**src/rtl/lbr_unit.sv**
```systemverilog
// lbr_unit: last-branch-record buffer.
// Captures taken branch/jump pairs (from PC, to PC) into a circular store and
// answers RDLBR reads and WRLBR control writes from the decode stage.
//
// Ports:
//   clock, reset      core clock, synchronous active-high reset
//   lbrReq            00 none, 01 read, 10 control write, 11 reserved
//   lbr_index         read select: MSB picks to-PC half, low bits = age (0 newest)
//   lbr_wdata         control word: bit0 enable, bit1 clear, bit2 freeze_on_full
//   br_valid/br_taken resolved control-flow instruction / PC redirected
//   br_from, br_to    branch PC and target PC
//   lbr_rdata         read data, updated one cycle after a read request
//   lbr_rvalid        one-cycle pulse marking lbr_rdata as fresh
//   lbr_count         number of valid records, 0..DEPTH
//   lbr_overflow      sticky: a record was overwritten or dropped
//   lbr_state         00 DISABLED, 01 RECORDING, 10 FROZEN
//   report            message enable for simulation-side monitors; the
//                     synthesizable core itself prints nothing
module lbr_unit #(
    parameter int DATA_WIDTH = 32,
    parameter int DEPTH      = 16,
    parameter int INDEX_BITS = 4,
    parameter int CORE       = 0
) (
    input  logic                  clock,
    input  logic                  reset,
    input  logic [1:0]            lbrReq,
    input  logic [INDEX_BITS:0]   lbr_index,
    input  logic [DATA_WIDTH-1:0] lbr_wdata,
    input  logic                  br_valid,
    input  logic                  br_taken,
    input  logic [DATA_WIDTH-1:0] br_from,
    input  logic [DATA_WIDTH-1:0] br_to,
    output logic [DATA_WIDTH-1:0] lbr_rdata,
    output logic                  lbr_rvalid,
    output logic [INDEX_BITS:0]   lbr_count,
    output logic                  lbr_overflow,
    output logic [1:0]            lbr_state,
    input  logic                  report
);

    localparam logic [1:0] ST_DISABLED  = 2'b00;
    localparam logic [1:0] ST_RECORDING = 2'b01;
    localparam logic [1:0] ST_FROZEN    = 2'b10;

    localparam logic [1:0] REQ_READ = 2'b01;
    localparam logic [1:0] REQ_CTRL = 2'b10;

    localparam logic [INDEX_BITS:0] FULL_COUNT = (INDEX_BITS+1)'(DEPTH);
    localparam logic [INDEX_BITS:0] LAST_FILL  = (INDEX_BITS+1)'(DEPTH - 1);

    logic [DATA_WIDTH-1:0] from_mem [DEPTH];
    logic [DATA_WIDTH-1:0] to_mem   [DEPTH];

    logic [INDEX_BITS-1:0] wptr;
    logic                  freeze_on_full;

    logic                  is_read;
    logic                  is_ctrl;
    logic                  ctrl_clear;
    logic                  ctrl_enable;
    logic                  taken;
    logic                  capture;
    logic                  is_full;
    logic [INDEX_BITS-1:0] age;
    logic [INDEX_BITS-1:0] rd_slot;
    logic                  age_valid;
    logic [DATA_WIDTH-1:0] rd_word;

    // Ignored control-word bits and the report/core-id hooks.
    logic unused_inputs;
    assign unused_inputs = ^{report, lbr_wdata[DATA_WIDTH-1:3], (CORE != 0)};

    assign is_read     = (lbrReq == REQ_READ);
    assign is_ctrl     = (lbrReq == REQ_CTRL);
    assign ctrl_clear  = is_ctrl & lbr_wdata[1];
    assign ctrl_enable = lbr_wdata[0];
    assign taken       = br_valid & br_taken;
    // A clear in the same cycle discards the capture.
    assign capture     = taken & (lbr_state == ST_RECORDING) & ~ctrl_clear;
    assign is_full     = (lbr_count == FULL_COUNT);

    // Age 0 is the slot just behind the write pointer; reads see the
    // pre-capture pointer and contents.
    assign age       = lbr_index[INDEX_BITS-1:0];
    assign rd_slot   = wptr - INDEX_BITS'(1) - age;
    assign age_valid = ({1'b0, age} < lbr_count);
    assign rd_word   = !age_valid       ? '0 :
                       lbr_index[INDEX_BITS] ? to_mem[rd_slot] : from_mem[rd_slot];

    // Record storage: contents are don't-care after reset, so no reset here.
    always_ff @(posedge clock) begin
        if (capture) begin
            from_mem[wptr] <= br_from;
            to_mem[wptr]   <= br_to;
        end
    end

    always_ff @(posedge clock) begin
        if (reset) begin
            lbr_rdata      <= '0;
            lbr_rvalid     <= 1'b0;
            lbr_count      <= '0;
            lbr_overflow   <= 1'b0;
            lbr_state      <= ST_DISABLED;
            freeze_on_full <= 1'b0;
            wptr           <= '0;
        end else begin
            lbr_rvalid <= is_read;
            if (is_read) begin
                lbr_rdata <= rd_word;
            end

            if (capture) begin
                wptr <= wptr + INDEX_BITS'(1);
                if (is_full) begin
                    lbr_overflow <= 1'b1;
                end else begin
                    lbr_count <= lbr_count + (INDEX_BITS+1)'(1);
                end
                // Freeze only on the record that fills the buffer, so a
                // re-enable while full wraps instead of re-freezing.
                if (freeze_on_full && (lbr_count == LAST_FILL)) begin
                    lbr_state <= ST_FROZEN;
                end
            end else if (taken && (lbr_state == ST_FROZEN)) begin
                lbr_overflow <= 1'b1;
            end

            // Control write applied last so it overrides capture side effects.
            if (is_ctrl) begin
                lbr_state      <= ctrl_enable ? ST_RECORDING : ST_DISABLED;
                freeze_on_full <= lbr_wdata[2];
                if (ctrl_clear) begin
                    lbr_count    <= '0;
                    wptr         <= '0;
                    lbr_overflow <= 1'b0;
                end
            end
        end
    end

endmodule
```
**config.mk**
```make
export PLATFORM = sky130hd
export DESIGN_NAME = lbr_unit
export DESIGN_NICKNAME = d
export VERILOG_FILES = /design/src/rtl/lbr_unit.sv
export SDC_FILE = /design/constraint.sdc
export NUM_CORES = 1
export LEC_CHECK = 0
export CAP_MARGIN = 20
export CELL_PAD_IN_SITES_DETAIL_PLACEMENT = 0
export CELL_PAD_IN_SITES_GLOBAL_PLACEMENT = 1
export CORE_UTILIZATION = 54
export CTS_CLUSTER_DIAMETER = 50
export DETAILED_ROUTE_END_ITERATION = 10
export GPL_ROUTABILITY_DRIVEN = 0
export HOLD_SLACK_MARGIN = 0.05
export PLACE_DENSITY_LB_ADDON = 0.1
export SLEW_MARGIN = 20
export SYNTH_ARGS = -nofsm -noshare
export SYNTH_HDL_FRONTEND = slang
export SYNTH_SLANG_ARGS = --single-unit
```
**constraint.sdc**
```tcl
create_clock -name clock -period 4.1 [get_ports clock]
set_input_delay 0.41 -clock clock [delete_from_list [all_inputs] [get_ports clock]]
set_output_delay 0.41 -clock clock [all_outputs]
set_load 0.02 [all_outputs]
```
==> impl_metrics.ini, run 1 <==
[grt]
grt_antenna_before_repair = 11
grt-ovfl-total = 0
grt_use_total_pct = 25.1
grt_max_degree = 57
grt_pass1_vias = 20100
grt_pass1_wl_um = 137000

[floorplanning]
rows = 100
die_area_sq_mm = 0.0765
initial_utilization_pct = 54.6
core_area_sq_mm = 0.0746
ios = 149
die_y_um = 277
die_w_um = 277

[yosys]
synth_common_cells = 1024 x edfxtp_1, 256 x mux4_2, 131 x nand2_1
yosys_warnings = 0
syn-num-nets = 1942
syn_area_sq_mm = 0.0407
synth-edff-count = 1024
synth-main-ff-cell = edfxtp_1
syn_avg_cell_area_sq_um = 22.4
synth_top_area_cell = edfxtp_1
syn_inst = 1820
synth.most_common_cell = edfxtp_1
ys_types = 41
async_flop_share_pct = 0
synth_seq_cells = 1070
yosys-top-cells-area = edfxtp_1 76%, mux4_2 14%, dfxtp_1 2.3%
synth_top_area_share_pct = 75.5
seq_area_frac_synth_pct = 77.8

[status]
outcome = finished, final reports clean

[timing]
worst_pin_slew_ns = 0.713
whs_ns = 0.294
final.setup.tns_ns = 0
report.final.setup_viol = 0
fmaxAchievable_mhz = 304
rsz0062_at_grt = no
relSlewSlack_pct = 52.5
drv_slew = 0
period_share_pct = 80.2
fin_worst_skew_ns = 0.0170
hold_viol_final = 0
post-route-min-period_ns = 3.29

[routing]
wirelength_um = 93500
drtAntennaViolNets = 0
route.detailed.drc = 0
dr.pass1.iters = 5
avgViaCountPerCell = 6.17
wl_per_cell_um = 29.9
drt_first_iter_violations = 1779
num_vias = 19300

[setup_path]
end_kind = flip-flop
start_kind = flip-flop
max_stage_delay_ns = 0.90
crit_type = flip-flop to flip-flop
crit_slowest_cell = fa_4
worst_ep_arrival_time_ns = 3.85
critPathMaxFanout = 56
cp.required_ns = 4.66
cp_cell_sequence = ha_4 > inv_1 > fa_4 > buf_12 > buf_4 > mux4_2 > mux2i_1 > a32oi_1 > a32o_1

[cts]
insertion_delay_ns = 0.68
htreeDepth = 3
clockBufferDepth = 3
cts_num_sinks = 1070
cts_root_buf = clkbuf_16
cts_tree = yes
cts_resized = 0
cts_hold_buf = 0
cts.clk_slew.worst_paths_ns = 0.06
cts_buffers = 117
postCtsSetupBuffers = 0

[run]
cap_violations = 0

[finish]
fillCellCount = 4981
final-seq-area_sq_mm = 0.0317
finalNonFillerCells = 3128
multiInputGateArea_sq_mm = 0.00860
area_delta_synth_final_pct = 18.2
nNetsFinal = 2176
drive_gt1_share_pct = 26.8

[place]
io_buffer_count = 118
dp_hpwl_um = 53700
place_inst = 2904

[power]
p_leak_nw = 15.5
ir_drop_mv = 0.457
p_per_area_mw_per_mm2 = 503
finalPower_mw = 24.2

[worst_hold_path]
hold_path_class = input pin to flip-flop
==> per-layer routing <==
layer | wire length, um | vias up | GRT usage (%)
li1 | - | 8207 | -
met1 | 37500 | 10300 | 33.5
met2 | 48000 | 555 | 42.2
met3 | 4370 | 192 | 3.43
met4 | 3560 | 8 | 10.0
met5 | 52 | - | 0
==> area by class of cell <==
class	instances	area share, %
Antenna cell	2	0.0104
Clock buffer	132	6.35
Clock inverter	90	2.31
Inverter	13	0.101
Multi-Input combinational cell	639	17.9
Sequential cell	1070	65.8
Tap cell	969	2.52
Timing Repair Buffer	213	5.00
==> worst paths after layout <==
| path | start | to | slack [ns] | depth (start not counted) |
|---|---|---|---|---|
| setup reg to reg | wptr[0] | lbr_rdata[9] | 0.81 | 9 |
| hold reg to reg | lbr_rdata[15] | lbr_rdata[15] | 0.47 | 1 |
| setup / recovery | wptr[0] | lbr_rdata[9] | 0.81 | 9 |
| hold / removal | lbr_wdata[0] | lbr_state[0] | 0.29 | 3 |
==> placed cells by master, fill, tap and decap left out, types with 14 or more instances in the layout <==
| master | synthesis | routed |
|---|---|---|
| and2_4 | 0 | 16 |
| clkinv_2 | 0 | 26 |
| clkinv_1 | 0 | 17 |
| edfxtp_1 | 1024 | 1024 |
| clkbuf_16 | 0 | 118 |
| buf_12 | 0 | 41 |
| dfxtp_1 | 46 | 46 |
| a32o_1 | 32 | 32 |
| mux2i_1 | 67 | 67 |
| mux4_2 | 256 | 256 |
| nor2_1 | 15 | 14 |
| a32oi_1 | 62 | 62 |
| bufinv_16 | 0 | 22 |
| buf_4 | 9 | 54 |
| nand2_1 | 131 | 131 |
| clkdlybuf4s50_1 | 0 | 118 |
==> flip-flops by register name (all words and copies together) (netlist names) <==
| signal | flops |
|---|---|
| lbr_rdata | 32 |
| to_mem | 512 |
| from_mem | 512 |
| lbr_state | 2 |
| lbr_count | 5 |
| freeze_on_full | 1 |
| lbr_overflow | 1 |
| lbr_rvalid | 1 |
| wptr | 4 |
==> through the flow <==
step                cell area [sq um]  worst slack, ns  util (%)
floorplan                       40700            0.584         -
global placement                43900            0.310      58.9
detailed placement              43900            0.350      58.9
CTS                             48100            0.794      64.5
global route                    48100            0.695      64.5
finish                          48100            0.811      64.5
==> worst max-delay path, delay by kind of cell (launching register included) <==
| kind | cells | cell delay [ns] |
|---|---|---|
| AO/OA/AOI/OAI | 2 | 0.34 |
| adder cells (fa/ha/maj) | 2 | 1.08 |
| buffers and inverters | 3 | 0.70 |
| flip-flops | 1 | 0.47 |
| multiplexers | 2 | 0.50 |
==> power by group <==
group,switching (mW),internal (mW),leakage [nW]
clock network,4.30,6.77,2.03
logic,0.622,0.505,3.86
registers,0.0137,12.0,9.57
total,4.93,19.3,15.5
==> logic make-up after synthesis <==
kind of cell	synth area share, %
fa+ha+maj	0.449
flops	77.8
mux	15.9
buf+inv	1.32
xor+xnor	0.249
compound gates	2.41
simple gates	1.89
(Power assumes the default switching activity.)
==> run 2, diff against run 1 <==
--- a/config.mk
+++ b/config.mk
@@ -8,7 +8,7 @@
 export CAP_MARGIN = 20
 export CELL_PAD_IN_SITES_DETAIL_PLACEMENT = 0
 export CELL_PAD_IN_SITES_GLOBAL_PLACEMENT = 1
-export CORE_UTILIZATION = 54
+export CORE_UTILIZATION = 49
 export CTS_CLUSTER_DIAMETER = 50
 export DETAILED_ROUTE_END_ITERATION = 10
 export GPL_ROUTABILITY_DRIVEN = 0
==> constraint.sdc (replaced) <==
create_clock -name clock -period 2.88 [get_ports clock]
set_input_delay 0.288 -clock clock [delete_from_list [all_inputs] [get_ports clock]]
set_output_delay 0.288 -clock clock [all_outputs]
set_load 0.02 [all_outputs]
==> run 2 against run 1 <==
Against the previous run: routed wire length rose by 11%; worst setup slack got worse by 0.78 ns; largest cell class unchanged; die area rose by 10%; first-iteration DRC count fell by 6.6%; critical path depth rose by 1; highest routed layer unchanged; largest power group unchanged; combinational power rose by 70%.
==> impl_metrics.ini, run 2 (same netlist as run 1, synthesis figures left out) <==
[floorplanning]
die_y_um = 290
die_w_um = 290
initial_utilization_pct = 49.6
rows = 105
core_area_sq_mm = 0.0821
ios = 149
die_area_sq_mm = 0.0842

[setup_path]
end_kind = flip-flop
reg2reg_depth = 10
r2r_slack_ns = 0.03
rr_endpoint = lbr_rdata[7]
start_kind = flip-flop
crit_type = flip-flop to flip-flop
critPathMaxFanout = 13
cp.required_ns = 3.48
worst_ep_arrival_time_ns = 3.44
crit-reg2reg-launch = wptr[0]

[grt]
grt_max_degree = 37
grt_pass1_vias = 21400
grt_pass1_wl_um = 150000
grt_antenna_before_repair = 10
grt_use_total_pct = 25.1
grt-ovfl-total = 0

[timing]
whs_ns = 0.209
drv_slew = 0
hold_viol_final = 0
report.final.setup_viol = 0
fmaxAchievable_mhz = 351
rsz0062_at_grt = yes
fin_ws_ns = 0.0324
post-route-min-period_ns = 2.85
relSlewSlack_pct = 56.6
worst_pin_slew_ns = 0.649
period_share_pct = 98.9
fin_worst_skew_ns = 0.0454

[finish]
reg_top3 = from_mem x512, to_mem x512, lbr_rdata x32
fillCellCount = 5690
final_cell_mix = 1024 x edfxtp_1, 256 x mux4_2, 130 x nand2_1
drive_gt1_share_pct = 30.3
final_common_cell = edfxtp_1
nNetsFinal = 2297
finalNonFillerCells = 3351
area_delta_synth_final_pct = 22.6

[routing]
wl_per_cell_um = 31.0
avgViaCountPerCell = 6.00
route.detailed.drc = 0
drt_first_iter_violations = 1662
drtAntennaViolNets = 0
num_vias = 20100
dr.pass1.iters = 5
wirelength_um = 104000

[cts]
cts_buffers = 116
cts_tree = yes
cts.clk_slew.worst_paths_ns = 0.06
clockBufferDepth = 3
cts_root_buf = clkbuf_16
htreeDepth = 3
cts_num_sinks = 1070
cts_hold_buf = 0
insertion_delay_ns = 0.70

[worst_hold_path]
worstHoldPathCells = 3
hold_path_class = input pin to flip-flop
hold_end = lbr_state[0]
hold_start = lbr_wdata[0]

[status]
outcome = finished, final reports clean

[run]
cap_violations = 0

[power]
p_leak_nw = 16.2
finalPower_mw = 34.1
ir_drop_mv = 0.624
p_per_area_mw_per_mm2 = 683

[place]
io_buffer_count = 118
place_ws_ns = -0.600
dp_hpwl_um = 60700
place_inst = 3110
==> run 2: worst max path at each step <==
stage	from	end	slack [ns]	depth (start not counted)
floorplan	lbr_state[0]	from_mem[11][0]	0.06	6
global placement	lbr_index[0]	lbr_rdata[29]	-0.63	11
detailed placement	lbr_index[0]	lbr_rdata[29]	-0.60	11
CTS	wptr[0]	lbr_rdata[30]	-0.03	10
global route	wptr[0]	lbr_rdata[31]	-0.04	11
finish	wptr[0]	lbr_rdata[7]	0.03	10
==> run 2: metrics by stage <==
| stage | util, % | area (sq um) | setup TNS [ns] |
|---|---|---|---|
| after floorplan | - | 40700 | 0 |
| after global placement | 55.4 | 45500 | -15.73 |
| after detailed placement | 55.4 | 45500 | -15.35 |
| after CTS | 60.6 | 49800 | -0.198 |
| after global routing | 60.8 | 49900 | -0.0945 |
| final | 60.8 | 49900 | 0 |
==> run 2: power by group <==
| group | internal, mW | total (mW) | switching (mW) |
|---|---|---|---|
| logic | 0.934 | 1.92 | 0.982 |
| clock network | 8.92 | 15.1 | 6.15 |
| registers | 17.1 | 17.1 | 0.0241 |
==> run 2: area by class of cell <==
class	count	area [sq um]	area share, %
Antenna cell	5	12.5	0.0251
Multi-Input combinational cell	639	8730	17.5
Sequential cell	1070	31700	63.5
Clock buffer	146	3060	6.12
Inverter	13	48.8	0.0978
Clock inverter	73	885	1.77
Tap cell	1070	1340	2.68
Timing Repair Buffer	335	4170	8.35
==> run 2: timing repair <==
item / in CTS / in global routing
setup buffers: 11 / 3
gates cloned: 2 / 2
pin swaps: 2 / 5
endpoints found under the setup margin: 14 / 26
resized for setup: 32 / 12
==> run 2: worst max-delay path, stage by stage, from the launching register on <==
cell and delay [ns]:
dfxtp_2 0.35, ha_4 0.13, inv_2 0.03, fa_4 0.82
buf_12 0.17, buf_12 0.15, buf_12 0.15, mux4_2 0.32
mux2i_2 0.20, a32oi_1 0.12, a32o_1 0.28
==> run 2: metal layers <==
metal / global-route usage, % / share of wire [%] / wire length, um
met3: 3.75 / 4.9 / 5040
met1: 32.3 / 39 / 40900
met2: 42.6 / 52 / 53500
met4: 11.0 / 4.2 / 4340
met5: 0 / 0.026 / 27
